==> src/rtl/mux2_arb_pkg.sv <==
// Shared types and constants for the two-requester round-robin mux arbiter.
package mux2_arb_pkg;

    typedef enum logic [1:0] {
        IDLE    = 2'd0,
        GRANT_A = 2'd1,
        GRANT_B = 2'd2
    } arb_state_e;

    localparam logic SEL_A = 1'b0;
    localparam logic SEL_B = 1'b1;

    // Counter width able to hold 0..max_hold-1, never narrower than one bit.
    function automatic int unsigned hold_w(input int unsigned max_hold);
        return (max_hold > 2) ? $clog2(max_hold) : 1;
    endfunction

endpackage

==> src/rtl/arb_hold_timer.sv <==
// Grant hold timer: a down-counter loaded on grant entry. The terminal count
// (zero) marks the MAX_HOLD-th cycle of the current grant. It saturates there,
// so a competitor that shows up late preempts the owner at the next edge.
module arb_hold_timer
    import mux2_arb_pkg::*;
#(
    parameter int unsigned MAX_HOLD = 16
) (
    input  logic clk,
    input  logic rst_n,
    input  logic i_clear,
    input  logic i_enable,
    output logic o_expire
);

    localparam int unsigned W = hold_w(MAX_HOLD);
    localparam logic [W-1:0] LOAD = W'((MAX_HOLD == 0) ? 0 : (MAX_HOLD - 1));

    logic [W-1:0] r_cnt;

    // Reload on grant entry, count down while the grant is held, stop at zero.
    always_ff @(posedge clk or negedge rst_n) begin
        if (!rst_n) begin
            r_cnt <= LOAD;
        end else if (i_clear) begin
            r_cnt <= LOAD;
        end else if (i_enable && (r_cnt != '0)) begin
            r_cnt <= r_cnt - 1'b1;
        end
    end

    assign o_expire = (MAX_HOLD != 0) && (r_cnt == '0);

endmodule

==> src/rtl/mux2_rr_arbiter.sv <==
// Round-robin arbiter sharing one 2:1 mux between requesters A and B.
//
//  state   | meaning
//  --------+------------------------------------------------------------
//  IDLE    | nobody owns the mux; sel keeps its last value
//  GRANT_A | A owns the mux, sel = 0
//  GRANT_B | B owns the mux, sel = 1
//
// On release the owner becomes "last", so a tie goes to the other side.
// If the other side is already requesting, it gets the mux on the same edge.
module mux2_rr_arbiter
    import mux2_arb_pkg::*;
#(
    parameter int unsigned MAX_HOLD = 16
) (
    input  logic clk,
    input  logic rst_n,
    input  logic req_a,
    input  logic req_b,
    input  logic done_a,
    input  logic done_b,
    output logic gnt_a,
    output logic gnt_b,
    output logic sel,
    output logic busy
);

    arb_state_e r_state;
    arb_state_e w_next;
    logic       r_sel;
    logic       r_last_b;
    logic       w_last_b_next;
    logic       w_expire;
    logic       w_clear;
    logic       w_enable;

    // Hold timer restarts on every grant entry and runs while a grant is held.
    assign w_clear  = (w_next != r_state) && (w_next != IDLE);
    assign w_enable = (w_next == r_state) && (r_state != IDLE);

    arb_hold_timer #(
        .MAX_HOLD (MAX_HOLD)
    ) u_hold_timer (
        .clk      (clk),
        .rst_n    (rst_n),
        .i_clear  (w_clear),
        .i_enable (w_enable),
        .o_expire (w_expire)
    );

    // Next-state and last-winner decision.
    always_comb begin
        w_next        = r_state;
        w_last_b_next = r_last_b;
        case (r_state)
            IDLE: begin
                if (req_a && req_b) begin
                    w_next = r_last_b ? GRANT_A : GRANT_B;
                end else if (req_a) begin
                    w_next = GRANT_A;
                end else if (req_b) begin
                    w_next = GRANT_B;
                end
            end
            GRANT_A: begin
                if (done_a || !req_a || (w_expire && req_b)) begin
                    w_last_b_next = 1'b0;
                    w_next        = req_b ? GRANT_B : IDLE;
                end
            end
            GRANT_B: begin
                if (done_b || !req_b || (w_expire && req_a)) begin
                    w_last_b_next = 1'b1;
                    w_next        = req_a ? GRANT_A : IDLE;
                end
            end
            default: begin
                w_next = IDLE;
            end
        endcase
    end

    // State, last winner and mux select; sel only moves when a grant is entered.
    always_ff @(posedge clk or negedge rst_n) begin
        if (!rst_n) begin
            r_state  <= IDLE;
            r_last_b <= 1'b1;
            r_sel    <= SEL_A;
        end else begin
            r_state  <= w_next;
            r_last_b <= w_last_b_next;
            if ((w_next == GRANT_A) && (r_state != GRANT_A)) begin
                r_sel <= SEL_A;
            end else if ((w_next == GRANT_B) && (r_state != GRANT_B)) begin
                r_sel <= SEL_B;
            end
        end
    end

    assign gnt_a = (r_state == GRANT_A);
    assign gnt_b = (r_state == GRANT_B);
    assign sel   = r_sel;
    assign busy  = (r_state != IDLE);

endmodule
==> config.mk <==
export PLATFORM = sky130hd
export DESIGN_NAME = mux2_rr_arbiter
export DESIGN_NICKNAME = d
export VERILOG_FILES = /design/src/rtl/mux2_arb_pkg.sv /design/src/rtl/arb_hold_timer.sv /design/src/rtl/mux2_rr_arbiter.sv
export SDC_FILE = /design/constraint.sdc
export NUM_CORES = 1
export LEC_CHECK = 0
export BUFFER_PORTS_ARGS = -buffer_cell sky130_fd_sc_hd__buf_2
export CORE_MARGIN = 1
export CORE_UTILIZATION = 55
export CTS_CLUSTER_SIZE = 28
export DETAILED_ROUTE_END_ITERATION = 8
export PLACE_DENSITY = 0.77
export SYNTH_ARGS = -nofsm -noshare
export SYNTH_HDL_FRONTEND = slang
export SYNTH_SLANG_ARGS = --single-unit
==> constraint.sdc <==
create_clock -name clk -period 2.7 [get_ports clk]
set_input_delay 0.54 -clock clk [delete_from_list [all_inputs] [get_ports clk]]
set_output_delay 0.54 -clock clk [all_outputs]
set_load 0.005 [all_outputs]
==> results of run 1 <==
## logic make-up after synthesis
| group | Yosys count |
|---|---|
| AO/OA/AOI/OAI | 30 |
| AND/OR/NAND/NOR | 23 |
| buffers and inverters | 11 |
| flip-flops | 8 |
| adder cells (fa/ha/maj) | 6 |
## critical path: cells and delay by family, from the launching register on
family | cells | cell delay [ps]
buffers and inverters | 1 | 80
flip-flops | 1 | 540
AND/OR/NAND/NOR | 4 | 710
AO/OA/AOI/OAI | 2 | 790
adder cells (fa/ha/maj) | 1 | 230
## synth_stat cells, drive strengths merged (2+ instances only)
cell type | number | share of area [%]
nand2 | 3 | 1.5
a21oi | 3 | 2.0
inv | 10 | 5.1
nor2b | 3 | 2.6
ha | 6 | 10
and3 | 3 | 2.6
dfstp | 5 | 18
nor2 | 6 | 3.1
a31oi | 2 | 1.7
o21a | 4 | 4.1
a211oi | 2 | 2.0
a221oi | 4 | 5.6
dfrtp | 3 | 10
and4 | 2 | 2.4
o21ai | 4 | 2.7
a21boi | 3 | 3.1
## repair_timing
action / CTS / global route
hold buffers: 0 / 0
buffers inserted: 0 / 0
gates resized for setup: 0 / 1
endpoints found under the setup margin: 0 / 3
## cell type report
cell class	count	area (um2)	share of cell area (%)
flip-flops and latches	8	206	24.6
clock buffers	4	26.3	3.13
multi-input cells	59	490	58.5
well taps	14	17.5	2.09
repair buffers	11	60.1	7.16
inverters	10	37.5	4.48
## power breakdown
group          internal [uW]  switching (uW)  total, uW  leakage, uW
registers                182            39.6        222    0.0000894
logic                    242             311        553     0.000301
clock network           56.9            45.9        103    0.0000150
## metal layers
metal	wire length, um	vias up	global-route usage, %	share of wire, %
met5	0	-	0	0
met4	19	0	5.17	1.1
met3	42	2	8.67	2.5
met2	892	10	49.6	52
met1	752	338	35.8	44
li1	-	329	-	-
## state kept, by name, summed over array words and instances (netlist names)
| name | cells |
|---|---|
| r_last_b | 1 |
| u_hold_timer.r_cnt | 4 |
| r_state | 2 |
| sel | 1 |
## how the worst max path moves through the flow
stage,start,to,depth (start not counted)
floorplan,u_hold_timer.r_cnt[0]$_DFFE_PN1P_,u_hold_timer.r_cnt[0]$_DFFE_PN1P_,8
global placement,u_hold_timer.r_cnt[1]$_DFFE_PN1P_,u_hold_timer.r_cnt[0]$_DFFE_PN1P_,9
detailed placement,u_hold_timer.r_cnt[1]$_DFFE_PN1P_,u_hold_timer.r_cnt[0]$_DFFE_PN1P_,9
CTS,u_hold_timer.r_cnt[1]$_DFFE_PN1P_,u_hold_timer.r_cnt[0]$_DFFE_PN1P_,9
global route,u_hold_timer.r_cnt[1]$_DFFE_PN1P_,u_hold_timer.r_cnt[0]$_DFFE_PN1P_,9
finish,u_hold_timer.r_cnt[0]$_DFFE_PN1P_,u_hold_timer.r_cnt[0]$_DFFE_PN1P_,8
## metrics by stage
stage | total power (uW) | instance area, um2 | instances
after detailed placement | 770 | 806 | 102
final | 878 | 838 | 106
after global placement | 753 | 806 | 102
after global routing | 958 | 838 | 106
after CTS | 874 | 832 | 106
after floorplan | 610 | 736 | 78
==> impl_metrics.yaml, run 1 <==
yosys:
  yosysSeqAreaShare_pct: 28.1
  synth_top_family_by_area: "compound AO/OA/AOI/OAI gates"
  yosys.area_share.adder_pct: 10.2
  yosys.area_share.simple_pct: 22.3
  synthXorXnorAreaFrac_pct: 0
  synth-compound-area-share_pct: 33.3
  synthMuxAreaShare_pct: 0
  ys.flop_type: "dfstp_2"
  synth_cell_types: 35
  yosysWarnings: 0
  postSynthNetCount: 90
  syn_inst: 78
  synth_edf_count: 0
  synthesis.area_um2: 736
  ys_ff_latch: 8
  syn_avg_cell_area_um2: 9.43
  async_reset_ff_share_pct: 100
layout:
  nets: 105
  fillers: 104
  utilization_pct: 71.6
  diodes: 0
  final_cell_mix: "inv_1, buf_2, nor2_1, ha_1, dfstp_2"
  drive_gt1_share_pct: 29.3
  area_growth_pct: 13.9
worst_setup_path:
  r2r_start: "u_hold_timer.r_cnt[0]$_DFFE_PN1P_"
  crit_path_max_fanout: 6
  required_ps: 2860
  arrival_ps: 2600
  path_cells: "inv_1 -> ha_1 -> nor3b_4 -> a2111oi_4 -> nor4b_2 -> nor4_4 -> nor3_2 -> a221oi_1"
  reg2reg_slack_ps: 260
  critPathCaptureType: "flip-flop"
  critPathLaunchType: "flip-flop"
  cp_slowest_cell: "dfstp_2"
  regToRegEndpoint: "u_hold_timer.r_cnt[0]$_DFFE_PN1P_"
  r2r_cells: 8
  worstSetupPathType: "reg -> reg"
  cpPeakStageDelay_ps: 540
route:
  wl_um: 1710
  drcViolationCount: 0
  ant_nets: 0
  wire_per_inst_um: 16.1
  vias: 679
  drt_iter0_drc: 15
  firstDrtPassIters: 4
  vias_per_cell: 6.41
power_and_ir_drop:
  power.leakage_uw: 0.000405
  power_density_mw_per_mm2: 1050
  peakVddDrop_v: 0.000604
run_status:
  status: "completed"
hold_path:
  hold_class: "in -> async"
floorplanning:
  fp-row-count: 12
  ios: 10
  die_w_um: 38.6
  coreArea_mm2: 0.00117
  dieArea_mm2: 0.00149
  die_h_um: 38.6
  floorplan.initialDensity_pct: 62.8
clock_tree:
  clkTransAtPathRegs_ps: 60
  htreeDepth: 1
  cts_tree: "built"
  cts_sinks: 8
  clk_latency_ps: 260
  cts_inserted_buffers: 3
  cts_root_buffer: "clkbuf_4"
  clockBufferDepth: 2
placed_design:
  io_buffers: 9
  dpl.hpwl_um: 1340
  place_ws_ps: 188
  gp_congestion: 0.816
global_routing:
  grt_pass1_vias: 657
  antenna_found_initial: 0
  grt_pass1_wl_um: 2900
  grt_util_all_layers_pct: 28.9
  gr-total-overflow: 0
  grt_max_degree: 11
sta:
  hold_viol: 0
  maxClockFrequency_mhz: 409
  tightest_slew_ps: 413
  slew_headroom_pct: 72.3
  setup_viol: 0
  worst_slack_ps: 257
  slew_violations: 0
  timing.setup.tns_ps: 0
  finalCritPeriodShare_pct: 90.5
  timing.final.crit_period_ps: 2440
  rsz0062_at_grt: "no"
  holdWs_ps: 111
  skew_ps: 5.77
job:
  maxCapViolCount: 0
Note: power is estimated with default switching activity, not from simulation.
==> run 2: changes to the inputs <==
--- a/config.mk
+++ b/config.mk
@@ -5,12 +5,12 @@
 export SDC_FILE = /design/constraint.sdc
 export NUM_CORES = 1
 export LEC_CHECK = 0
-export BUFFER_PORTS_ARGS = -buffer_cell sky130_fd_sc_hd__buf_2
-export CORE_MARGIN = 1
-export CORE_UTILIZATION = 55
+export CORE_AREA = 2 2 39 41
 export CTS_CLUSTER_SIZE = 28
 export DETAILED_ROUTE_END_ITERATION = 8
-export PLACE_DENSITY = 0.77
+export DIE_AREA = 0 0 41 43
+export DONT_BUFFER_PORTS = 1
+export PLACE_DENSITY = 0.71
 export SYNTH_ARGS = -nofsm -noshare
 export SYNTH_HDL_FRONTEND = slang
 export SYNTH_SLANG_ARGS = --single-unit
==> impl_metrics.yaml, run 2 (same netlist as run 1, synthesis figures left out) <==
run_status:
  status: "completed"
floorplanning:
  ios: 10
  fp-row-count: 14
  die_w_um: 41
  dieArea_mm2: 0.00176
  coreArea_mm2: 0.00138
  die_h_um: 43
  floorplan.initialDensity_pct: 53.2
sta:
  slew_headroom_pct: 67.0
  rsz0062_at_grt: "no"
  maxClockFrequency_mhz: 400
  skew_ps: 17.0
  tightest_slew_ps: 493
  finalCritPeriodShare_pct: 92.7
  timing.final.crit_period_ps: 2500
  timing.setup.tns_ps: 0
  slew_violations: 0
  setup_viol: 0
  hold_viol: 0
clock_tree:
  cts_setup_buffers: 0
  cts_sinks: 8
  cts_root_buffer: "clkbuf_4"
  clk_latency_ps: 270
  cts_inserted_buffers: 3
  clkTransAtPathRegs_ps: 70
  cts_hold_buffers: 1
  cts_resized: 0
  htreeDepth: 1
  clockBufferDepth: 2
  cts_tree: "built"
route:
  vias_per_cell: 6.28
  drt_iter0_drc: 12
  wl_um: 1710
  wire_per_inst_um: 17.1
  drcViolationCount: 0
  vias: 628
  ant_nets: 0
  firstDrtPassIters: 4
placed_design:
  gp_congestion: 0.766
  dpl.hpwl_um: 1310
  io_buffers: 0
layout:
  drive_gt1_share_pct: 21.4
  area_growth_pct: 8.67
  nets: 97
  final_common_cell: "inv_1"
  largest-register: "u_hold_timer.r_cnt"
  top_regs: "u_hold_timer.r_cnt x4, r_state x2"
  largest_register_ffs: 4
  final_cell_mix: "inv_1, nor2_1, ha_1, dfstp_2, o21a_1"
  fillers: 116
  diodes: 0
worst_setup_path:
  required_ps: 2850
  crit_path_max_fanout: 7
  cpPeakStageDelay_ps: 440
  arrival_ps: 2650
  critPathCaptureType: "flip-flop"
  cp_slowest_cell: "nor3b_2"
  r2r_start: "u_hold_timer.r_cnt[1]$_DFFE_PN1P_"
  r2r_cells: 9
  crit_start: "u_hold_timer.r_cnt[1]$_DFFE_PN1P_"
  worstSetupPathType: "reg -> reg"
  path_cells: "inv_1 -> ha_1 -> nor3b_2 -> o311ai_0 -> a211oi_1 -> nor4_4 -> buf_4 -> and4_1 -> a221oi_1"
  critPathLaunchType: "flip-flop"
hold_path:
  hold_class: "in -> async"
global_routing:
  grt_pass1_wl_um: 2800
  grt_max_degree: 11
  grt_pass1_vias: 668
  antenna_found_initial: 0
  grt_util_all_layers_pct: 23.7
  gr-total-overflow: 0
power_and_ir_drop:
  fin_total_pwr_uw: 848
  power.leakage_uw: 0.000353
  peakVddDrop_v: 0.000493
  power_density_mw_per_mm2: 1060
job:
  maxCapViolCount: 0
[run 2: layer usage]
layer  part of all wire (%)  GRT usage, %  up-vias
met5                      0             0        -
met1                     42          27.3      298
met2                     54          38.4       17
li1                       -             -      309
met3                    2.8          4.19        4
met4                    1.2          13.3        0
[run 2: power breakdown]
part / total, uW / internal, uW / leakage (uW) / switching (uW)
registers: 226 / 182 / 0.0000894 / 43.4
clock network: 103 / 56.7 / 0.0000150 / 45.9
logic: 519 / 222 / 0.000248 / 297
[run 2: path summary, 6_finish.rpt]
path	endpoint	slack, ps
worst max-delay path	u_hold_timer.r_cnt[2]$_DFFE_PN1P_	200
worst min-delay path	u_hold_timer.r_cnt[1]$_DFFE_PN1P_	110
worst max register to register	u_hold_timer.r_cnt[2]$_DFFE_PN1P_	200
worst min register to register	u_hold_timer.r_cnt[3]$_DFFE_PN1P_	520
max in group asynchronous	sel$_DFFE_PN0P_	2010
min in group clk	u_hold_timer.r_cnt[3]$_DFFE_PN1P_	520
[run 2: area by class of cell]
cell class	count	area [um2]	area share (%)
repair buffers	3	25.0	3.13
inverters	10	37.5	4.69
flip-flops and latches	8	206	25.8
well taps	16	20.0	2.50
multi-input cells	59	484	60.6
clock buffers	4	26.3	3.29
[run 2: worst max-delay path, delay by kind of cell, from the launching register on]
family                   cells  cell delay (ps)
buffers and inverters        2              280
flip-flops                   1              360
adder cells (fa/ha/maj)      1              200
AND/OR/NAND/NOR              3              720
AO/OA/AOI/OAI                3              830
[run 2: through the flow]
stage	util (%)	worst slack [ps]	cells	hold slack, ps	cell area (um2)
6_report	57.8	197	100	109	800
5_1_grt	57.8	22.3	100	105	800
4_1_cts	57.8	180	100	104	800
3_5_place_dp	55.2	194	95	245	763
3_3_place_gp	55.2	278	95	245	763
2_1_floorplan	-	368	78	244	736
